File: src/rtl/alu_input_ctrl_if.sv
// Operand/mode bundle between the raw board I/O and the ALU front end.
// The master drives raw switches and button; the slave returns clean values.
interface alu_input_ctrl_if;
  logic [7:0] Sw;
  logic       Btn0;
  logic [3:0] X;
  logic [3:0] Y;
  logic       Op;
  logic       Update;

  modport master (
    output Sw, Btn0,
    input  X, Y, Op, Update
  );

  modport slave (
    input  Sw, Btn0,
    output X, Y, Op, Update
  );
endinterface

File: src/rtl/alu_input_ctrl.sv
// ALU front end: synchronises and debounces switches and mode button,
// latching clean X/Y operands and a toggled add/subtract mode bit.
module alu_input_ctrl #(
  parameter int DEBOUNCE_CYCLES = 16
) (
  input logic              Clk,
  input logic              Rst,
  alu_input_ctrl_if.slave  bus
);

  localparam int CW = $clog2(DEBOUNCE_CYCLES);
  localparam logic [CW-1:0] CMAX = CW'(DEBOUNCE_CYCLES - 1);

  typedef enum logic [1:0] {
    IDLE,
    PRESS_WAIT,
    HELD,
    RELEASE_WAIT
  } state_t;

  logic [7:0]    sw_m, sw_s, sw_last;
  logic          btn_m, btn_s;
  logic [CW-1:0] scnt, bcnt, bcnt_n;
  logic [3:0]    x_q, y_q;
  logic          op_q, update_q;
  logic          sw_commit, toggle;
  state_t        state, state_n;

  // Two-flop synchronisers for the asynchronous switches and button.
  always_ff @(posedge Clk) begin
    if (Rst) begin
      sw_m  <= '0;
      sw_s  <= '0;
      btn_m <= 1'b0;
      btn_s <= 1'b0;
    end else begin
      sw_m  <= bus.Sw;
      sw_s  <= sw_m;
      btn_m <= bus.Btn0;
      btn_s <= btn_m;
    end
  end

  // Commit only once the whole vector has been stable and actually differs.
  assign sw_commit = (sw_s == sw_last) && (scnt == CMAX) &&
                     (sw_last != {y_q, x_q});

  // Switch debounce: any bit change restarts the count; count saturates.
  always_ff @(posedge Clk) begin
    if (Rst) begin
      sw_last <= '0;
      scnt    <= '0;
      x_q     <= '0;
      y_q     <= '0;
    end else begin
      if (sw_s != sw_last) begin
        sw_last <= sw_s;
        scnt    <= '0;
      end else if (scnt != CMAX) begin
        scnt <= scnt + 1'b1;
      end
      if (sw_commit) begin
        {y_q, x_q} <= sw_last;
      end
    end
  end

  // Button FSM next state; the toggle fires once per accepted press.
  always_comb begin
    state_n = state;
    bcnt_n  = bcnt;
    toggle  = 1'b0;
    unique case (state)
      IDLE: begin
        if (btn_s) begin
          state_n = PRESS_WAIT;
          bcnt_n  = '0;
        end
      end
      PRESS_WAIT: begin
        if (!btn_s) begin
          state_n = IDLE;
        end else if (bcnt == CMAX) begin
          state_n = HELD;
          toggle  = 1'b1;
        end else begin
          bcnt_n = bcnt + 1'b1;
        end
      end
      HELD: begin
        if (!btn_s) begin
          state_n = RELEASE_WAIT;
          bcnt_n  = '0;
        end
      end
      RELEASE_WAIT: begin
        if (btn_s) begin
          state_n = HELD;
        end else if (bcnt == CMAX) begin
          state_n = IDLE;
        end else begin
          bcnt_n = bcnt + 1'b1;
        end
      end
      default: state_n = IDLE;
    endcase
  end

  // FSM state, mode bit and the merged one-cycle update pulse.
  always_ff @(posedge Clk) begin
    if (Rst) begin
      state    <= IDLE;
      bcnt     <= '0;
      op_q     <= 1'b0;
      update_q <= 1'b0;
    end else begin
      state    <= state_n;
      bcnt     <= bcnt_n;
      if (toggle) begin
        op_q <= ~op_q;
      end
      update_q <= sw_commit | toggle;
    end
  end

  assign bus.X      = x_q;
  assign bus.Y      = y_q;
  assign bus.Op     = op_q;
  assign bus.Update = update_q;

endmodule

File: src/flat_wrapper.sv
// flat-port wrapper written by rule: the top's interface ports become plain ports
module alu_input_ctrl_flat 
#(
  parameter int DEBOUNCE_CYCLES = 16
)
  (Clk, Rst, bus_Sw, bus_Btn0, bus_X, bus_Y, bus_Op, bus_Update);
  alu_input_ctrl_if bus_i ();
  input logic Clk;
  input logic Rst;
  input wire logic [$bits(bus_i.Sw)-1:0] bus_Sw;
  input wire logic [$bits(bus_i.Btn0)-1:0] bus_Btn0;
  output wire logic [$bits(bus_i.X)-1:0] bus_X;
  output wire logic [$bits(bus_i.Y)-1:0] bus_Y;
  output wire logic [$bits(bus_i.Op)-1:0] bus_Op;
  output wire logic [$bits(bus_i.Update)-1:0] bus_Update;
  assign bus_i.Sw = bus_Sw;
  assign bus_i.Btn0 = bus_Btn0;
  assign bus_X = bus_i.X;
  assign bus_Y = bus_i.Y;
  assign bus_Op = bus_i.Op;
  assign bus_Update = bus_i.Update;
  alu_input_ctrl #(.DEBOUNCE_CYCLES(DEBOUNCE_CYCLES)) u_core (.Clk(Clk), .Rst(Rst), .bus(bus_i));
endmodule
File: config.mk
export PLATFORM = sky130hd
export DESIGN_NAME = alu_input_ctrl_flat
export DESIGN_NICKNAME = d
export VERILOG_FILES = /design/src/rtl/alu_input_ctrl_if.sv /design/src/rtl/alu_input_ctrl.sv /design/src/flat_wrapper.sv
export SDC_FILE = /design/constraint.sdc
export NUM_CORES = 1
export LEC_CHECK = 0
export BUFFER_PORTS_ARGS = -buffer_cell sky130_fd_sc_hd__buf_4
export CAP_MARGIN = 25
export CORE_MARGIN = 10
export CORE_UTILIZATION = 25
export DETAILED_ROUTE_END_ITERATION = 16
export PLACE_DENSITY = 0.44
export REMOVE_ABC_BUFFERS = 1
export SYNTH_ARGS = -nofsm -noshare
export SYNTH_HDL_FRONTEND = slang
export SYNTH_SLANG_ARGS = --single-unit
export TNS_END_PERCENT = 1
File: constraint.sdc
create_clock -name Clk -period 1.7 [get_ports Clk]
set_input_delay 0.34 -clock Clk [delete_from_list [all_inputs] [get_ports Clk]]
set_output_delay 0.34 -clock Clk [all_outputs]
set_load 0.005 [all_outputs]
==> results of run 1 <==
## layer usage
layer | wire length (um) | vias to the layer above | global-route usage, %
met5 | 0 | - | 0
met4 | 8 | 0 | 2.684
met3 | 164 | 2 | 2.850
met2 | 1264 | 22 | 8.371
met1 | 1715 | 509 | 7.947
li1 | - | 619 | -
## worst paths after layout
kind	endpoint	slack [ns]	depth (start not counted)
setup / recovery	u_core.bus.Y[3]	0.17	5
setup reg to reg	u_core.bus.Y[3]	0.17	5
hold reg to reg	u_core.sw_s[4]	0.44	1
hold / removal	u_core.sw_m[6]	0.25	2
## where the power goes
group / total, uW / internal (uW) / switching [uW]
registers: 1120 / 1100 / 16.8
clock network: 756 / 411 / 345
logic: 103 / 58.9 / 44.2
## worst max-delay path: stages, from the launching register on
cell                       delay, ns
sky130_fd_sc_hd__dfxtp_1        0.34
sky130_fd_sc_hd__xor2_1         0.17
sky130_fd_sc_hd__nor4_2         0.34
sky130_fd_sc_hd__o2111a_1       0.26
sky130_fd_sc_hd__buf_4          0.17
sky130_fd_sc_hd__mux2i_1        0.18
## cells by family (layout without fill, tap and decap cells)
family          count (synthesis)  in the layout  synth area share [%]
fa+ha+maj                       2              2                 1.406
simple gates                   72             72                 24.26
flops                          46             46                 51.76
xor+xnor                       19             19                 9.353
compound gates                 15             15                 5.626
mux                             9              9                 5.063
buf+inv                        10             35                 2.531
## through the flow
stage / utilization (%) / hold WS, ns
2_1_floorplan: - / 0.4091
3_3_place_gp: 29.96 / 0.4165
3_5_place_dp: 29.96 / 0.4223
4_1_cts: 31.57 / 0.2381
5_1_grt: 31.57 / 0.2503
6_report: 31.57 / 0.2529
## flip-flops by register name (all words and copies together) (netlist names), 4 cells and up, named ones only
| register | count |
|---|---|
| u_core.bcnt | 4 |
| u_core.bus.X | 4 |
| u_core.bus.Y | 4 |
| u_core.scnt | 4 |
| u_core.sw_last | 8 |
| u_core.sw_m | 8 |
| u_core.sw_s | 8 |
## area by class of cell
type | count | area share, %
inverters | 3 | 0.5193
flip-flops and latches | 46 | 42.47
clock buffers | 8 | 5.078
well taps | 96 | 5.540
multi-input cells | 117 | 37.51
repair buffers | 24 | 8.886
## placed cells by master (no fill, tap or decap), drive strengths merged, types with 2 or more instances in the layout
| cell | netlist | layout |
|---|---|---|
| xor2 | 8 | 8 |
| dfxtp | 46 | 46 |
| nor3 | 4 | 4 |
| a211oi | 2 | 2 |
| nand4 | 3 | 3 |
| nand2b | 14 | 14 |
| nor2 | 6 | 6 |
| clkbuf | 6 | 8 |
| ha | 2 | 2 |
| nand2 | 6 | 6 |
| xnor2 | 11 | 11 |
| o21ai | 3 | 3 |
| nand3 | 4 | 4 |
| buf | 1 | 24 |
| inv | 3 | 3 |
| or2b | 2 | 2 |
| a21oi | 4 | 4 |
| nor2b | 26 | 26 |
| nor4 | 2 | 2 |
| mux2i | 9 | 9 |
==> impl_metrics.toml, run 1 <==
[logic_synthesis]
synthesis.yosys.warnings = 0
synth-async-reset-ratio_pct = 0
synth_top_area_cell = "sky130_fd_sc_hd__dfxtp_1"
number_of_distinct_library_cells_after_synthesis = 31
synth.area.top_cells = "sky130_fd_sc_hd__dfxtp_1 52%, sky130_fd_sc_hd__nor2b_1 9.1%, sky130_fd_sc_hd__xnor2_1 5.4%"
yosysMostFrequentCell = "sky130_fd_sc_hd__dfxtp_1"
synth-edff-count = 0
synthCells = 173
synthesis.area_um2 = 1779
synth.yosys.seq_area_share_pct = 51.76
synth_ff_type = "sky130_fd_sc_hd__dfxtp_1"
synthDominantCellAreaShare_pct = 51.76
synth_area_per_cell_um2 = 10.28
synthTopCellsByCount = "46 x sky130_fd_sc_hd__dfxtp_1, 26 x sky130_fd_sc_hd__nor2b_1, 14 x sky130_fd_sc_hd__nand2b_1"
ys_ff_latch = 46

[global_routing]
grt_remaining_overflow = 0
grt_pass1_vias = 1167
grt_antenna_before_repair = 0
largest_net_degree_at_the_start_of_global_routing = 28
track_usage_pct = 6.131
first_pass_grt_wire_length_mm = 5.513

[clock_network]
cts.repair.resized = 0
cts_hold_buf = 0
clock_tree_from_tritoncts = "yes"
clock_tree.buffer_depth = 2
clock_sink_count = 46
numCtsBuffers = 5
clk-insertion-delay-late_ns = 0.29
ctsHtreeMaxLevel = 2
postCtsSetupRepairBufs = 0
cts.root.buffer_cell = "sky130_fd_sc_hd__clkbuf_8"
cts.reportedPaths.clkPinSlew_ns = 0.08

[worst_setup_path]
worst_r2r_startpoint = "u_core.sw_last[5]"
cp_data_required_time_ns = 1.92
timing.critical_path.to_type = "register"
critPathMaxFanout = 5
crit_path_start_kind = "register"
worst_setup_path_startpoint = "u_core.sw_last[5]"
crit_path_arrival_time_ns = 1.75
worstSetupPathType = "reg2reg"

[cells_and_area]
drive_above_1_share_pct = 17.17
final_non_filler_cells = 294
multiInputGateArea_um2 = 813.3
postLayoutCellArea_um2 = 2168
layout.filler_cells = 711
number_of_nets_in_the_layout = 210
syn_to_final_growth_pct = 21.87
insertedDiodeCount = 0
regArea_um2 = 920.9

[placement]
pre_cts_slack_ns = 0.1586
placedInstanceArea_um2 = 2058
port_buffers = 20
hpwl_mm = 2.238
gpl.final_weighted_congestion = 0.7044
cell_total_after_placement = 286

[timing]
maximum_clock_frequency_mhz = 653.5
timing.setup.tns_ns = 0
clock-skew-final_ns = 0.003513
final.min_clock_period_ns = 1.530
final_hold_viol_count = 0
setup-violations-final = 0
grt_setup_unrepaired = "false"
setup_ws_ns = 0.1697
worst-slew-pin-transition_ns = 0.3205
maxSlewViolCount = 0
final_min_period_over_clock_period_pct = 90.01
slew_headroom_pct = 78.48

[floorplan]
floorplan.initialDensity_pct = 25.90
die_area_um2 = 10890
die_height_um = 104.4
num_rows = 30
die_w_um = 104.4
num_io_pins = 21
design.core.area_um2 = 6869

[power]
peakVddDrop_uv = 430.4
report.power.total_uw = 1980
power.static_leakage_uw = 0.0008605
power.density_cell_area_nw_per_um2 = 913.4

[route]
drt-vias-per-instance = 3.918
drc_errors = 0
detailedRoute.firstPassIterationCount = 4
detail_route.wirelength_mm = 3.153
vias = 1152
detailedRoute.firstIterationViolations = 56
post_dr_wirelength_cell_um = 10.72
drtAntennaViolNets = 0

[status]
status = "complete, no violations"

[min_path]
hold_class = "in2reg"
hold_path.startpoint = "bus_Sw[6]"

[flow_run]
max_cap_viol_count = 0
(Power assumes the default switching activity.)
==> inputs of run 2 (changes only) <==
- GPL_TIMING_DRIVEN: unset -> 0
==> run 2 against run 1 <==
Final area down 0.69%. Sequential cell count did not move. Clock-buffer cell count is 1 lower. Via count rose by 0.43%. Final cell count did not move. Critical endpoint is now u_core.bus.X[1]. First-iteration DRC count fell by 30%. Total power rose by 1.1%. Utilization is 0.22 points lower. Worst setup slack lost 0.011 ns.
==> impl_metrics.toml, run 2 (synthesis gave the netlist of run 1 again) <==
[global_routing]
grt_antenna_before_repair = 0
largest_net_degree_at_the_start_of_global_routing = 52
track_usage_pct = 5.827
first_pass_grt_wire_length_mm = 5.216
grt_pass1_vias = 1122
grt_remaining_overflow = 0

[timing]
maxSlewViolCount = 0
final_min_period_over_clock_period_pct = 90.66
worst-slew-pin-transition_ns = 0.6163
slew_headroom_pct = 58.62
setup_ws_ns = 0.1588
setup-violations-final = 0
final.min_clock_period_ns = 1.541
maximum_clock_frequency_mhz = 648.9
clock-skew-final_ns = 0.006400
final_hold_viol_count = 0
grt_setup_unrepaired = "false"

[worst_setup_path]
worst_r2r_startpoint = "u_core.sw_last[2]"
critPathMaxFanout = 4
critPathSlowestCell = "sky130_fd_sc_hd__nor4_2"
ff2ff_setup_slack_ns = 0.16
timing.critical_path.to_type = "register"
worstSetupPathType = "reg2reg"
crit_path_arrival_time_ns = 1.77
cp_data_required_time_ns = 1.93
regToRegEndpoint = "u_core.bus.X[1]"
cp_cell_sequence = "xor2_1 -> nor4_2 -> o2111a_2 -> buf_4 -> mux2i_1"
number_of_cells_traversed_by_the_worst_register_to_register_path = 5
cp_slowest_stage_delay_ns = 0.35
crit_path_start_kind = "register"

[power]
power.density_cell_area_nw_per_um2 = 929.7
report.power.total_uw = 2002
peakVddDrop_uv = 392.2
power.static_leakage_uw = 0.0008487

[clock_network]
clock_tree_from_tritoncts = "yes"
clock_tree.buffer_depth = 2
cts_hold_buf = 0
cts.reportedPaths.clkPinSlew_ns = 0.08
clock_sink_count = 46
clk-insertion-delay-late_ns = 0.29
numCtsBuffers = 5
cts.root.buffer_cell = "sky130_fd_sc_hd__clkbuf_8"
ctsHtreeMaxLevel = 2

[cells_and_area]
number_of_nets_in_the_layout = 210
drive_above_1_share_pct = 16.67
multiInputGateArea_um2 = 814.5
insertedDiodeCount = 0
layout.filler_cells = 720
mostFrequentLayoutCells = "46 x sky130_fd_sc_hd__dfxtp_1, 26 x sky130_fd_sc_hd__nor2b_1, 24 x sky130_fd_sc_hd__buf_4, 14 x sky130_fd_sc_hd__nand2b_1, 11 x sky130_fd_sc_hd__xnor2_1"
postLayoutCellArea_um2 = 2153
regArea_um2 = 920.9
largest_registers = "u_core.sw_last: 8 flops, u_core.sw_m: 8 flops, u_core.sw_s: 8 flops"
syn_to_final_growth_pct = 21.03
mostFrequentLayoutCell = "sky130_fd_sc_hd__dfxtp_1"
post-route-util_pct = 31.35

[status]
status = "complete, no violations"

[route]
drtAntennaViolNets = 0
total_met2_wirelength_after_detailed_routing_mm = 1.217
detailedRoute.firstPassIterationCount = 4
met1Wirelength_mm = 1.623
post_dr_wirelength_cell_um = 10.36
wl_met3_um = 177
top_layer_used = "met4"
vias = 1157
drt-vias-per-instance = 3.935
drc_errors = 0
detailedRoute.firstIterationViolations = 39
detail_route.wirelength_mm = 3.047

[min_path]
timing.hold.worst_endpoint = "u_core.sw_m[5]"
whs_path_depth = 2
hold_class = "in2reg"
hold_path.startpoint = "bus_Sw[5]"

[floorplan]
die_height_um = 104.4
die_w_um = 104.4
die_area_um2 = 10890
num_rows = 30
design.core.area_um2 = 6869
floorplan.initialDensity_pct = 25.90
num_io_pins = 21

[placement]
hpwl_mm = 2.061
port_buffers = 20
pre_cts_slack_ns = -0.1441
gpl.final_weighted_congestion = 0.6529
placedInstanceArea_um2 = 2016

[flow_run]
max_cap_viol_count = 0
==> run 2: changes by cell type in the layout (fill, tap and decap cells not counted), sizes merged <==
cell	before	now
bufinv	0	1
clkbuf	8	7
==> run 2: through the flow <==
stage	setup TNS [ns]	instances	hold slack (ns)
final	0	294	0.2489
after global routing	0	294	0.2349
after CTS	0	290	0.2419
after detailed placement	-1.162	282	0.4258
after global placement	-0.9315	282	0.4174
after floorplan	0	166	0.4091
==> run 2: worst max-delay path by stage <==
stage                 startpoint         endpoint  cells after the start
2_1_floorplan  u_core.sw_last[5]  u_core.bus.X[0]                      4
3_3_place_gp   u_core.sw_last[2]  u_core.bus.X[0]                      4
3_5_place_dp   u_core.sw_last[2]  u_core.bus.Y[0]                      4
4_1_cts        u_core.sw_last[2]  u_core.bus.Y[1]                      4
5_1_grt        u_core.sw_last[2]  u_core.bus.X[1]                      5
6_report       u_core.sw_last[2]  u_core.bus.X[1]                      5
==> run 2: layout make-up <==
| cell class | count | share of cell area (%) |
|---|---|---|
| timing repair buffer | 24 | 8.367 |
| clock inverter | 1 | 1.395 |
| sequential | 46 | 42.77 |
| inverter | 3 | 0.5230 |
| tap | 96 | 5.578 |
| clock buffer | 7 | 3.544 |
| multi-input combinational | 117 | 37.83 |
==> run 2: what timing repair did <==
| action | 4_1_cts | 5_1_grt |
|---|---|---|
| setup buffers | 0 | 4 |
| pin swaps | 0 | 1 |
| endpoints found under the setup margin | 9 | 8 |
| gates cloned | 0 | 0 |
| gates resized for setup | 1 | 0 |
==> run 2: layer usage <==
layer | GRT usage, % | vias to the layer above
met3 | 2.974 | 5
met5 | 0 | -
met1 | 7.377 | 510
li1 | - | 621
met2 | 8.057 | 21
met4 | 2.386 | 0
==> run 2: power by group <==
group          internal [uW]  switching (uW)  total, uW
logic                   53.4            42.6       96.1
registers               1100            16.7       1120
clock network            440             345        784
==> run 2: critical path: cells and delay by family, from the launching register on <==
kind	cells	cell delay, ns
AND/OR/NAND/NOR	1	0.35
XOR/XNOR	1	0.17
buffers and inverters	1	0.15
multiplexers	1	0.17
flip-flops	1	0.34
AO/OA/AOI/OAI	1	0.30
